## config.mk

```make
export PLATFORM = sky130hd
export DESIGN_NAME = fir_coeff_ctrl
export DESIGN_NICKNAME = d
export VERILOG_FILES = /design/src/rtl/fir_coeff_ctrl_pkg.sv /design/src/rtl/fir_load_wdog.sv /design/src/rtl/fir_coeff_ctrl.sv
export SDC_FILE = /design/constraint.sdc
export NUM_CORES = 1
export LEC_CHECK = 0
export BUFFER_PORTS_ARGS = -buffer_cell sky130_fd_sc_hd__buf_2
export CORE_UTILIZATION = 40
export DETAILED_ROUTE_END_ITERATION = 7
export PLACE_DENSITY = 0.63
export SKIP_LAST_GASP = 1
export SLEW_MARGIN = 20
export SYNTH_ARGS = -nofsm -noshare
export SYNTH_HDL_FRONTEND = slang
export SYNTH_SLANG_ARGS = --single-unit
```

## constraint.sdc

```tcl
create_clock -name clk -period 2.5 [get_ports clk]
set_clock_uncertainty 0.1 [all_clocks]
set_input_delay 0.5 -clock clk [delete_from_list [all_inputs] [get_ports clk]]
set_output_delay 0.5 -clock clk [all_outputs]
set_load 0.005 [all_outputs]
```

## src/rtl/fir_coeff_ctrl_pkg.sv

```systemverilog
// Shared definitions for the FIR coefficient controller.
// Holds the FSM state encoding, default filter sizing and the width helpers.
package fir_coeff_ctrl_pkg;

    localparam int FIR_ORD_DEF = 256;
    localparam int FIR_C_DEF   = 16;

    typedef enum logic [2:0] {
        S_IDLE   = 3'd0,
        S_LOAD   = 3'd1,
        S_SETTLE = 3'd2,
        S_RUN    = 3'd3,
        S_ERR    = 3'd4
    } fir_state_e;

    // A folded FIR stores only half of its symmetric taps.
    function automatic int fir_ncoef(input int ord);
        return (ord + 1) / 2;
    endfunction

    // Returns the number of bits needed to index n items, never less than one.
    function automatic int fir_width(input int n);
        return (n > 1) ? $clog2(n) : 1;
    endfunction

endpackage

```

## src/rtl/fir_load_wdog.sv

```systemverilog
// Idle-cycle watchdog: counts enabled cycles since the last clear and flags expiry.
// A TIMEOUT of 0 disables the watchdog entirely.
module fir_load_wdog
    import fir_coeff_ctrl_pkg::*;
#(
    parameter int TIMEOUT = 1024
) (
    input  logic clk,
    input  logic nrst,
    input  logic clr,
    input  logic en,
    output logic expire
);

    localparam int              WDW   = fir_width(TIMEOUT + 1);
    localparam bit              WD_ON = (TIMEOUT > 0);
    localparam logic [WDW-1:0]  LIMIT = WD_ON ? WDW'(TIMEOUT - 1) : WDW'(0);

    logic [WDW-1:0] cnt_r;

    // Idle counter; saturates at the limit so it never wraps while waiting.
    always_ff @(posedge clk) begin
        if (!nrst) begin
            cnt_r <= '0;
        end else if (clr) begin
            cnt_r <= '0;
        end else if (WD_ON && en && (cnt_r != LIMIT)) begin
            cnt_r <= cnt_r + WDW'(1);
        end else begin
            cnt_r <= cnt_r;
        end
    end

    assign expire = WD_ON && en && (cnt_r == LIMIT);

endmodule

```

## src/rtl/fir_coeff_ctrl.sv

```systemverilog
// Loads a full coefficient set into the folded FIR and enables filtering
// only once every coefficient is written and a settle interval has passed.
module fir_coeff_ctrl
    import fir_coeff_ctrl_pkg::*;
#(
    parameter int ORD     = FIR_ORD_DEF,
    parameter int C       = FIR_C_DEF,
    parameter int SETTLE  = 4,
    parameter int TIMEOUT = 1024
) (
    input  logic                                     clk,
    input  logic                                     nrst,
    input  logic                                     start,
    input  logic                                     s_valid,
    input  logic [C-1:0]                             s_data,
    output logic                                     s_ready,
    output logic                                     c_WE,
    output logic [C-1:0]                             c_in,
    output logic [fir_width(fir_ncoef(ORD))-1:0]     c_addr,
    output logic                                     fir_en,
    output logic                                     busy,
    output logic                                     done,
    output logic                                     err
);

    localparam int NCOEF = fir_ncoef(ORD);
    localparam int AW    = fir_width(NCOEF);
    localparam int WCW   = fir_width(NCOEF + 1);

    fir_state_e     state_r;
    logic [WCW-1:0] wcnt_r;
    logic [7:0]     scnt_r;
    logic           c_we_r;
    logic [C-1:0]   c_in_r;
    logic [AW-1:0]  c_addr_r;
    logic           done_r;
    logic           xfer_s;
    logic           wd_clr_s;
    logic           wd_en_s;
    logic           wd_expire_s;

    assign s_ready = (state_r == S_LOAD);
    assign busy    = (state_r == S_LOAD) || (state_r == S_SETTLE);
    assign fir_en  = (state_r == S_RUN);
    assign err     = (state_r == S_ERR);
    assign c_WE    = c_we_r;
    assign c_in    = c_in_r;
    assign c_addr  = c_addr_r;
    assign done    = done_r;

    assign xfer_s   = s_valid && s_ready;
    assign wd_en_s  = (state_r == S_LOAD);
    assign wd_clr_s = (state_r != S_LOAD) || xfer_s;

    fir_load_wdog #(
        .TIMEOUT (TIMEOUT)
    ) u_wdog (
        .clk    (clk),
        .nrst   (nrst),
        .clr    (wd_clr_s),
        .en     (wd_en_s),
        .expire (wd_expire_s)
    );

    // Load sequencer: FIR write port, word counter, settle timer and state.
    always_ff @(posedge clk) begin
        if (!nrst) begin
            state_r  <= S_IDLE;
            wcnt_r   <= '0;
            scnt_r   <= 8'd0;
            c_we_r   <= 1'b0;
            c_in_r   <= '0;
            c_addr_r <= '0;
            done_r   <= 1'b0;
        end else begin
            c_we_r <= xfer_s;
            done_r <= 1'b0;
            if (xfer_s) begin
                c_in_r   <= s_data;
                c_addr_r <= wcnt_r[AW-1:0];
            end
            case (state_r)
                S_IDLE, S_RUN, S_ERR: begin
                    if (start) begin
                        state_r <= S_LOAD;
                        wcnt_r  <= '0;
                    end
                end
                S_LOAD: begin
                    if (xfer_s) begin
                        wcnt_r <= wcnt_r + WCW'(1);
                        if (wcnt_r == WCW'(NCOEF - 1)) begin
                            state_r <= S_SETTLE;
                            scnt_r  <= 8'd0;
                        end
                    end else if (wd_expire_s) begin
                        state_r <= S_ERR;
                    end
                end
                // Settle timing starts only once the final write has landed.
                S_SETTLE: begin
                    if (c_we_r) begin
                        scnt_r <= 8'd0;
                    end else if (scnt_r == 8'(SETTLE - 1)) begin
                        state_r <= S_RUN;
                        done_r  <= 1'b1;
                    end else begin
                        scnt_r <= scnt_r + 8'd1;
                    end
                end
                default: begin
                    state_r <= S_IDLE;
                end
            endcase
        end
    end

endmodule

```

# Word level (Yosys, flattened, before mapping)
# Cells that the tools add are included.
totals:
  wordCells: 60
  out_inout_bits: 29
  reg_bits: 55
  inputBits: 20
classes:
  add_sub_neg: 3
  n_mux: 16
  bitwise: 2
  eq_ne: 17
  reduce_logical: 14
ops:
  columns: ["cell", "n"]
  rows:
  - ["$mux 8", 6]
  - ["$pmux 8 s2", 2]
  - ["$mux 3", 6]
  - ["$add 8x1->8 const B", 2]
  - ["$add 11x1->11 const B", 1]
  - ["$eq 11x10->1 const B", 1]
  - ["$ne 11x10->1 const B", 1]
  - ["$pmux 3 s3", 1]
  - ["$eq 8x2->1 const B", 1]
  - ["$eq 8x7->1 const B", 1]
  - ["$eq 3x2->1 const B", 2]
  - ["$ne 2x1->1 const B", 3]
  - ["$ne 3x1->1 const B", 2]
  - ["$reduce_or 3->1", 2]
  - ["$reduce_and 5->1", 1]
  - ["$ne 2x2->1 const B", 2]
  - ["$reduce_and 4->1", 1]
  - ["$reduce_bool 2->1", 2]
  - ["$eq 3x1->1 const B", 1]
  - ["$eq 3x3->1 const B", 1]
  - ["$logic_and 1x1->1", 3]
  - ["$logic_not 3->1", 1]
  - ["$ne 3x2->1 const B", 1]
  - ["$ne 3x3->1 const B", 1]
  - ["other kinds (5)", 7]

# Longest topological paths before layout
# Gate-level depths: netlist of the first run.
depth:
  ltp_word: 5
  depth_mapped: 8
  depth_no_buf: 6

# Modules after synthesis
# A second synthesis of the first run with hierarchy kept.
hier_totals:
  hier_cells: 325
  hier_area_um2: 2633.8
by_module_without_submodules:
  columns: ["mod", "n_inst", "cells_per_inst", "seq_area_each_um2", "area_each_um2"]
  rows:
  - ["fir_coeff_ctrl", 1, 248, 880.8, 1960.6]
  - ["fir_load_wdog", 1, 77, 220.2, 673.1]

# Worst setup path before layout of the first run
# OpenSTA, ideal clock, no wires.
synth_path:
  kind: "register to register"
  startpoint: "reg scnt_r[0]"
  endpoint: "reg state_r[2]"
  arrival_time_ns: 1.692
  stages_incl_launch_ff: 7
  setup_slack_ns: 0.649
  cell_sequence: "dfxtp_1 -> ha_1 -> nor4b_1 -> nand2_1 -> a211o_1 -> a21oi_1 -> o221a_2"
synth_between:
  elab_chain_len: 3
synth_lines:
  columns: ["element", "line", "text"]
  rows:
  - ["start: declaration", "fir_coeff_ctrl.sv:32", "logic [7:0] scnt_r;"]
  - ["start signal: assignment", "fir_coeff_ctrl.sv:108", "scnt_r <= scnt_r + 8'd1;"]
  - ["$eq 8x2->1", "fir_coeff_ctrl.sv:104", "end else if (scnt_r == 8'(SETTLE - 1)) begin"]
  - ["$ne 2x1->1 (no line)", null, null]
  - ["$reduce_and 5->1 (no line)", null, null]
  - ["end signal: assignment", "fir_coeff_ctrl.sv:97", "state_r <= S_ERR;"]
  - ["end signal: assignment", "fir_coeff_ctrl.sv:105", "state_r <= S_RUN;"]
  - ["end signal: assignment", "fir_coeff_ctrl.sv:112", "state_r <= S_IDLE;"]
  - ["end: declaration", "fir_coeff_ctrl.sv:30", "fir_state_e state_r;"]
# Every way passes these cells.
# A chain may end at the register's enable or synchronous reset.

# Final worst setup path of the first run
layout_path:
  startpoint: "reg state_r[0]"
  endpoint: "out busy"
layout_between:
  elab_chain_len: 2
layout_lines:
  columns: ["element", "line", "text"]
  rows:
  - ["start signal: assignment", "fir_coeff_ctrl.sv:68", "state_r <= S_IDLE;"]
  - ["start signal: assignment", "fir_coeff_ctrl.sv:85", "state_r <= S_LOAD;"]
  - ["start signal: assignment", "fir_coeff_ctrl.sv:93", "state_r <= S_SETTLE;"]
  - ["$eq 3x1->1 or $eq 3x2->1 (tied branches)", "fir_coeff_ctrl.sv:43", "assign busy = (state_r == S_LOAD) || (state_r == S_SETTLE);"]
  - ["$logic_or 1x1->1 (*)", "fir_coeff_ctrl.sv:43", null]
  - ["end: declaration", "fir_coeff_ctrl.sv:21", "output logic busy,"]
# Mark *: on every way between the ends. The rest lies on a longest branch, timed or not.

==> results of run 1 <==
[cells by family after synthesis]
family | after synthesis
and+or+nand+nor | 141
adders and majority gates | 3
buffers and inverters | 17
muxes | 2
AOI/OAI and AO/OA | 61
DFF | 55
xor gates and xnor gates | 15
[routing by layer]
layer | wire length, um | up-vias
met1 | 2400 | 927
met4 | 42 | 0
met5 | 0 | -
li1 | - | 1101
met2 | 2310 | 30
met3 | 155 | 5
[area by class of cell]
cell class / instances / area, um2
Sequential cell: 55 / 1100
Timing Repair Buffer: 52 / 270
Fill cell: 549 / 2830
Clock buffer: 5 / 68.8
Multi-Input combinational cell: 222 / 1190
Inverter: 4 / 15.0
Clock inverter: 3 / 43.8
Tap cell: 72 / 90.1
[path summary, 6_finish.rpt]
path         slack (ns)  cells after the start  startpoint          to
max                0.30                      3  state_r[0]        busy
max reg2reg        0.42                      6   scnt_r[0]  state_r[2]
min                0.32                      3   s_data[9]     c_in[9]
min reg2reg        0.35                      2     c_in[1]     c_in[1]
[worst register-to-register path: stages, from the launching register on]
cell	delay [ns]
dfxtp_1	0.39
ha_1	0.22
nor4b_1	0.32
nand2_1	0.18
a211o_1	0.37
a21oi_1	0.22
o221a_2	0.23
[sequential cells by signal, indices dropped and copies added (netlist names)]
signal / cells
u_wdog.cnt_r: 11
scnt_r: 8
state_r: 3
c_WE: 1
done: 1
c_in: 16
wcnt_r: 8
c_addr: 7
[cell usage in the layout, fill, tap and decap left out, types with 2 or more instances in the layout]
master,Yosys,layout
clkbuf_8,0,5
buf_4,1,4
a311oi_1,2,2
buf_2,5,48
a21oi_1,32,32
and2_1,3,3
nor3_1,14,14
nor4_1,3,3
ha_1,3,3
nand3_1,9,9
nor2_1,29,29
xor2_1,4,4
inv_1,3,3
nand4_1,3,3
mux2i_1,2,2
dfxtp_1,55,55
or3_1,2,2
nand2_1,66,66
xnor2_1,11,11
nand2b_1,3,3
a31oi_1,3,3
o21ai_0,10,10
and3_1,3,3
[power by group]
part	leakage [nW]	internal, mW	switching [mW]
registers	0.445	0.954	0.0834
clock network	0.0581	0.299	0.289
logic	0.537	0.245	0.363
total	1.04	1.50	0.735
==> flow_metrics.tcl, run 1 <==
set metrics [dict create \
    critPathLaunchType "flop" \
    critical_path.top_delay_family "flip-flops" \
    clock_sinks 55 \
    finalSetupViolCount 0 \
    synth_area_leaders "dfxtp_1 (47%), nand2_1 (10%), a21oi_1 (6.8%)" \
    synth_compound_area_share_pct 15.6 \
    cts_setup_buffers 0 \
    synthXorXnorAreaFrac_pct 5.56 \
    ys_ff_latch 55 \
    status "finished, final reports clean" \
    syn_nets 317 \
    grt_usage_pct 16.6 \
    synth.most_common_cell "nand2_1" \
    wl_per_cell_um 11.9 \
    setup_ws_ns 0.300 \
    slew_viol_final 0 \
    clk_latency_ns 0.31 \
    preCtsSetupSlack_ns 0.480 \
    rsz0062_at_grt "false" \
    start_util_pct 42.1 \
    p_total_mw 2.23 \
    leakage_nw 1.04 \
    cp.required_ns 1.90 \
    grt_pass1_vias 1860 \
    clk_path_buf_depth 2 \
    ant_nets 0 \
    yosys-top-cells-count "nand2_1 (66), dfxtp_1 (55), a21oi_1 (32), nor2_1 (29), nor3_1 (14)" \
    design_area_um2 2780 \
    synth.cell_area_um2 2360 \
    clk_pin_slew_worst_paths_ns 0.10 \
    synth_top_cell_area_share_pct 46.6 \
    num_vias 2063 \
    area_delta_synth_final_pct 17.5 \
    ir_drop_mv 0.484 \
    core_area_um2 5610 \
    muxShareOfSynthArea_pct 0.847 \
    critPathBufInv 1 \
    drt_iter0_markers 106 \
    postLayoutCoreUtil_pct 49.5 \
    worstMarginPinSlew_ns 0.493 \
    ys_types 44 \
    antenna_found_initial 0 \
    io_buffers 48 \
    holdWs_ns 0.320 \
    drt_wl_total_mm 4.90 \
    ys_warn_count 0 \
    hold_path.class "in2reg" \
    critical_path.max_stage_delay_ns 0.51 \
    die_width_um 78.9 \
    use_met1_pct 20.8 \
    synthSimpleGateAreaFrac_pct 26.7 \
    grt_max_degree 32 \
    synth_top_area_cell "dfxtp_1" \
    async_reset_ff_share_pct 0 \
    cts_buffers 5 \
    htreeDepth 2 \
    die_area_um2 6220 \
    grt.met3_usage_pct 3.68 \
    path_class "reg2out" \
    via_per_inst 5.00 \
    final.setup.tns_ns 0 \
    grt_util_met2_pct 28.4 \
    worstSetupEndpointType "output pin" \
    grt_pass1_wl_mm 8.34 \
    min_period_over_period_pct 88.0 \
    cap_viol_max_count 0 \
    grt_most_used_layer "met2" \
    drc 0 \
    antennaDiodeCount 0 \
    io_pins 49 \
    p_per_area_nw_per_um2 804 \
    drive_above_1_share_pct 19.4 \
    die_h_um 78.9 \
    yosysSeqAreaShare_pct 46.6 \
    cp_max_fo 11 \
    synth_area_per_cell_um2 8.04 \
    critical_path.slowest_cell "dfxtp_1" \
    first_pass_iters 4 \
    dp.cells 405 \
    clock-root-buffer "clkbuf_8" \
    cts_resized 0 \
    stdcell_count 413 \
    max_freq_ghz 0.454 \
    path_cells "or3b_1 -> o21ai_0 -> buf_2" \
    synth_top_family_by_area "simple AND/OR/NAND/NOR gates" \
    period_needed_ns 2.20 \
    crit_arrival_ns 1.60 \
    synth_edf_count 0 \
    cts_hold_buf 0 \
    place_congestion 0.828 \
    relSlewSlack_pct 67.1 \
    cts_tree "built" \
    synth-main-ff-cell "dfxtp_1" \
    place_area_um2 2670 \
    grt-ovfl-total 0 \
    final-hold-violation-count 0 \
    rows 27 \
    syn-instance-count 294 \
    finalNetCount 363 \
    synthAdderAreaFrac_pct 1.59 \
    dp_hpwl_mm 3.42 \
]
(Power assumes the default switching activity.)
==> run 2: changes to the inputs <==
--- a/config.mk
+++ b/config.mk
@@ -6,9 +6,11 @@
 export NUM_CORES = 1
 export LEC_CHECK = 0
 export BUFFER_PORTS_ARGS = -buffer_cell sky130_fd_sc_hd__buf_2
-export CORE_UTILIZATION = 40
+export CELL_PAD_IN_SITES_DETAIL_PLACEMENT = 0
+export CELL_PAD_IN_SITES_GLOBAL_PLACEMENT = 1
+export CORE_UTILIZATION = 39
 export DETAILED_ROUTE_END_ITERATION = 7
-export PLACE_DENSITY = 0.63
+export PLACE_DENSITY = 0.8
 export SKIP_LAST_GASP = 1
 export SLEW_MARGIN = 20
 export SYNTH_ARGS = -nofsm -noshare
==> run 2 against run 1 <==
Net effect:
- flip-flop and latch count is the same
- die area grew 2.5%
- core utilization shrank 0.61 points
- critical path depth is the same
- total power is essentially flat
- combinational power is essentially flat
- clock power is essentially flat
- global-route usage shrank 0.58 points
- first-iteration DRC count shrank 27%
- register-to-register slack gained 0.02 ns
- critical path type unchanged
- critical endpoint unchanged
==> flow_metrics.tcl, run 2 (synthesis results as in run 1) <==
set metrics [dict create \
    p_clk_share_pct 26.4 \
    seq_area_um2 1100 \
    hold_depth 3 \
    drive_above_1_share_pct 19.1 \
    cts_resized 0 \
    dp_hpwl_mm 3.50 \
    grt-ovfl-total 0 \
    crit_arrival_ns 1.60 \
    drt_wl_total_mm 4.95 \
    num_vias 2129 \
    drt_iter0_markers 77 \
    io_buffers 48 \
    grt_max_degree 32 \
    drc 0 \
    rr_worst_depth 6 \
    max_freq_ghz 0.454 \
    cts_hold_buf 0 \
    worstMarginPinSlew_ns 0.476 \
    final_common_cell "nand2_1" \
    final.setup.tns_ns 0 \
    hold_path.class "in2reg" \
    path_class "reg2out" \
    largest_register_ffs 16 \
    critPathLaunchType "flop" \
    p_switching_mw 0.732 \
    wl_per_cell_um 12.0 \
    finalSetupViolCount 0 \
    cts_setup_buffers 0 \
    ir_drop_mv 0.347 \
    critPathBufInv 1 \
    holdWs_ns 0.313 \
    internal_power_mw 1.50 \
    leakage_nw 1.04 \
    grt_pass1_vias 1838 \
    cts_buffers 5 \
    htreeDepth 2 \
    clk_path_buf_depth 2 \
    relSlewSlack_pct 68.2 \
    die_h_um 79.8 \
    min_period_over_period_pct 88.1 \
    cp_max_fo 11 \
    clk_pin_slew_worst_paths_ns 0.10 \
    first_pass_iters 4 \
    finalNetCount 363 \
    rsz0062_at_grt "false" \
    seqPwrFrac_pct 46.5 \
    worst-path-stages 3 \
    io_pins 49 \
    design_area_um2 2780 \
    p_per_area_nw_per_um2 804 \
    period_needed_ns 2.20 \
    die_width_um 79.8 \
    path_cells "or3b_1 -> o21ai_0 -> buf_2" \
    area_delta_synth_final_pct 17.5 \
    clock_sinks 55 \
    critical_path.top_delay_family "flip-flops" \
    postLayoutCoreUtil_pct 48.9 \
    grt_pass1_wl_mm 8.07 \
    grt_usage_pct 16.1 \
    core_area_um2 5680 \
    cts_tree "built" \
    cap_viol_max_count 0 \
    layout_common_cells "nand2_1 (66), dfxtp_1 (55), buf_2 (48)" \
    final-hold-violation-count 0 \
    clk_latency_ns 0.31 \
    critical_path.max_stage_delay_ns 0.52 \
    p_comb_share_pct 27.2 \
    swShare_pct 32.8 \
    antenna_found_initial 0 \
    place_congestion 0.837 \
    via_per_inst 5.15 \
    die_area_um2 6380 \
    cp.required_ns 1.90 \
    rows 27 \
    p_total_mw 2.23 \
    slew_viol_final 0 \
    critical_path.slowest_cell "dfxtp_1" \
    status "finished, final reports clean" \
    worstSetupEndpointType "output pin" \
    ant_nets 0 \
    antennaDiodeCount 0 \
    place_area_um2 2670 \
    start_util_pct 41.6 \
    multi_input_area_um2 1190 \
    clock-root-buffer "clkbuf_8" \
    nFillCells 598 \
]
run 2: metrics by stage:
step / setup slack (ns) / std cells
finish: 0.297 / 413
global route: 0.199 / 413
CTS: 0.280 / 413
detailed placement: 0.476 / 405
global placement: 0.518 / 405
floorplan: 0.649 / 294
run 2: path summary, 6_finish.rpt:
check                   from         end  slack (ns)
setup / recovery  state_r[0]        busy        0.30
hold / removal     s_data[9]     c_in[9]        0.31
setup reg to reg   scnt_r[0]  state_r[2]        0.44
hold reg to reg      c_in[7]     c_in[7]        0.35
run 2: per-layer routing:
metal	vias to the layer above	GRT usage, %	routed length (um)
met3	6	3.89	184
li1	1105	-	-
met4	0	5.54	32
met5	-	0	0
met1	989	19.5	2330
met2	29	27.4	2410
run 2: worst min-delay path, stage by stage:
cell and delay (ns):
buf_2 0.09, nand2_1 0.04, a21oi_1 0.05
run 2: layout make-up:
class,count,share of cell area [%]
flip-flops and latches,55,39.7
clock buffers,6,2.61
clock inverters,2,1.40
well taps,72,3.24
repair buffers,52,9.73
multi-input cells,222,42.8
inverters,4,0.541
run 2: power by group through the flow:
stage / Clock (mW) / Combinational, mW / Sequential (mW)
after floorplan: 0 / 0.453 / 1.02
after global placement: 0 / 0.610 / 1.06
after detailed placement: 0 / 0.614 / 1.06
after CTS: 0.614 / 0.615 / 1.04
after global routing: 0.642 / 0.686 / 1.05
final: 0.589 / 0.606 / 1.04
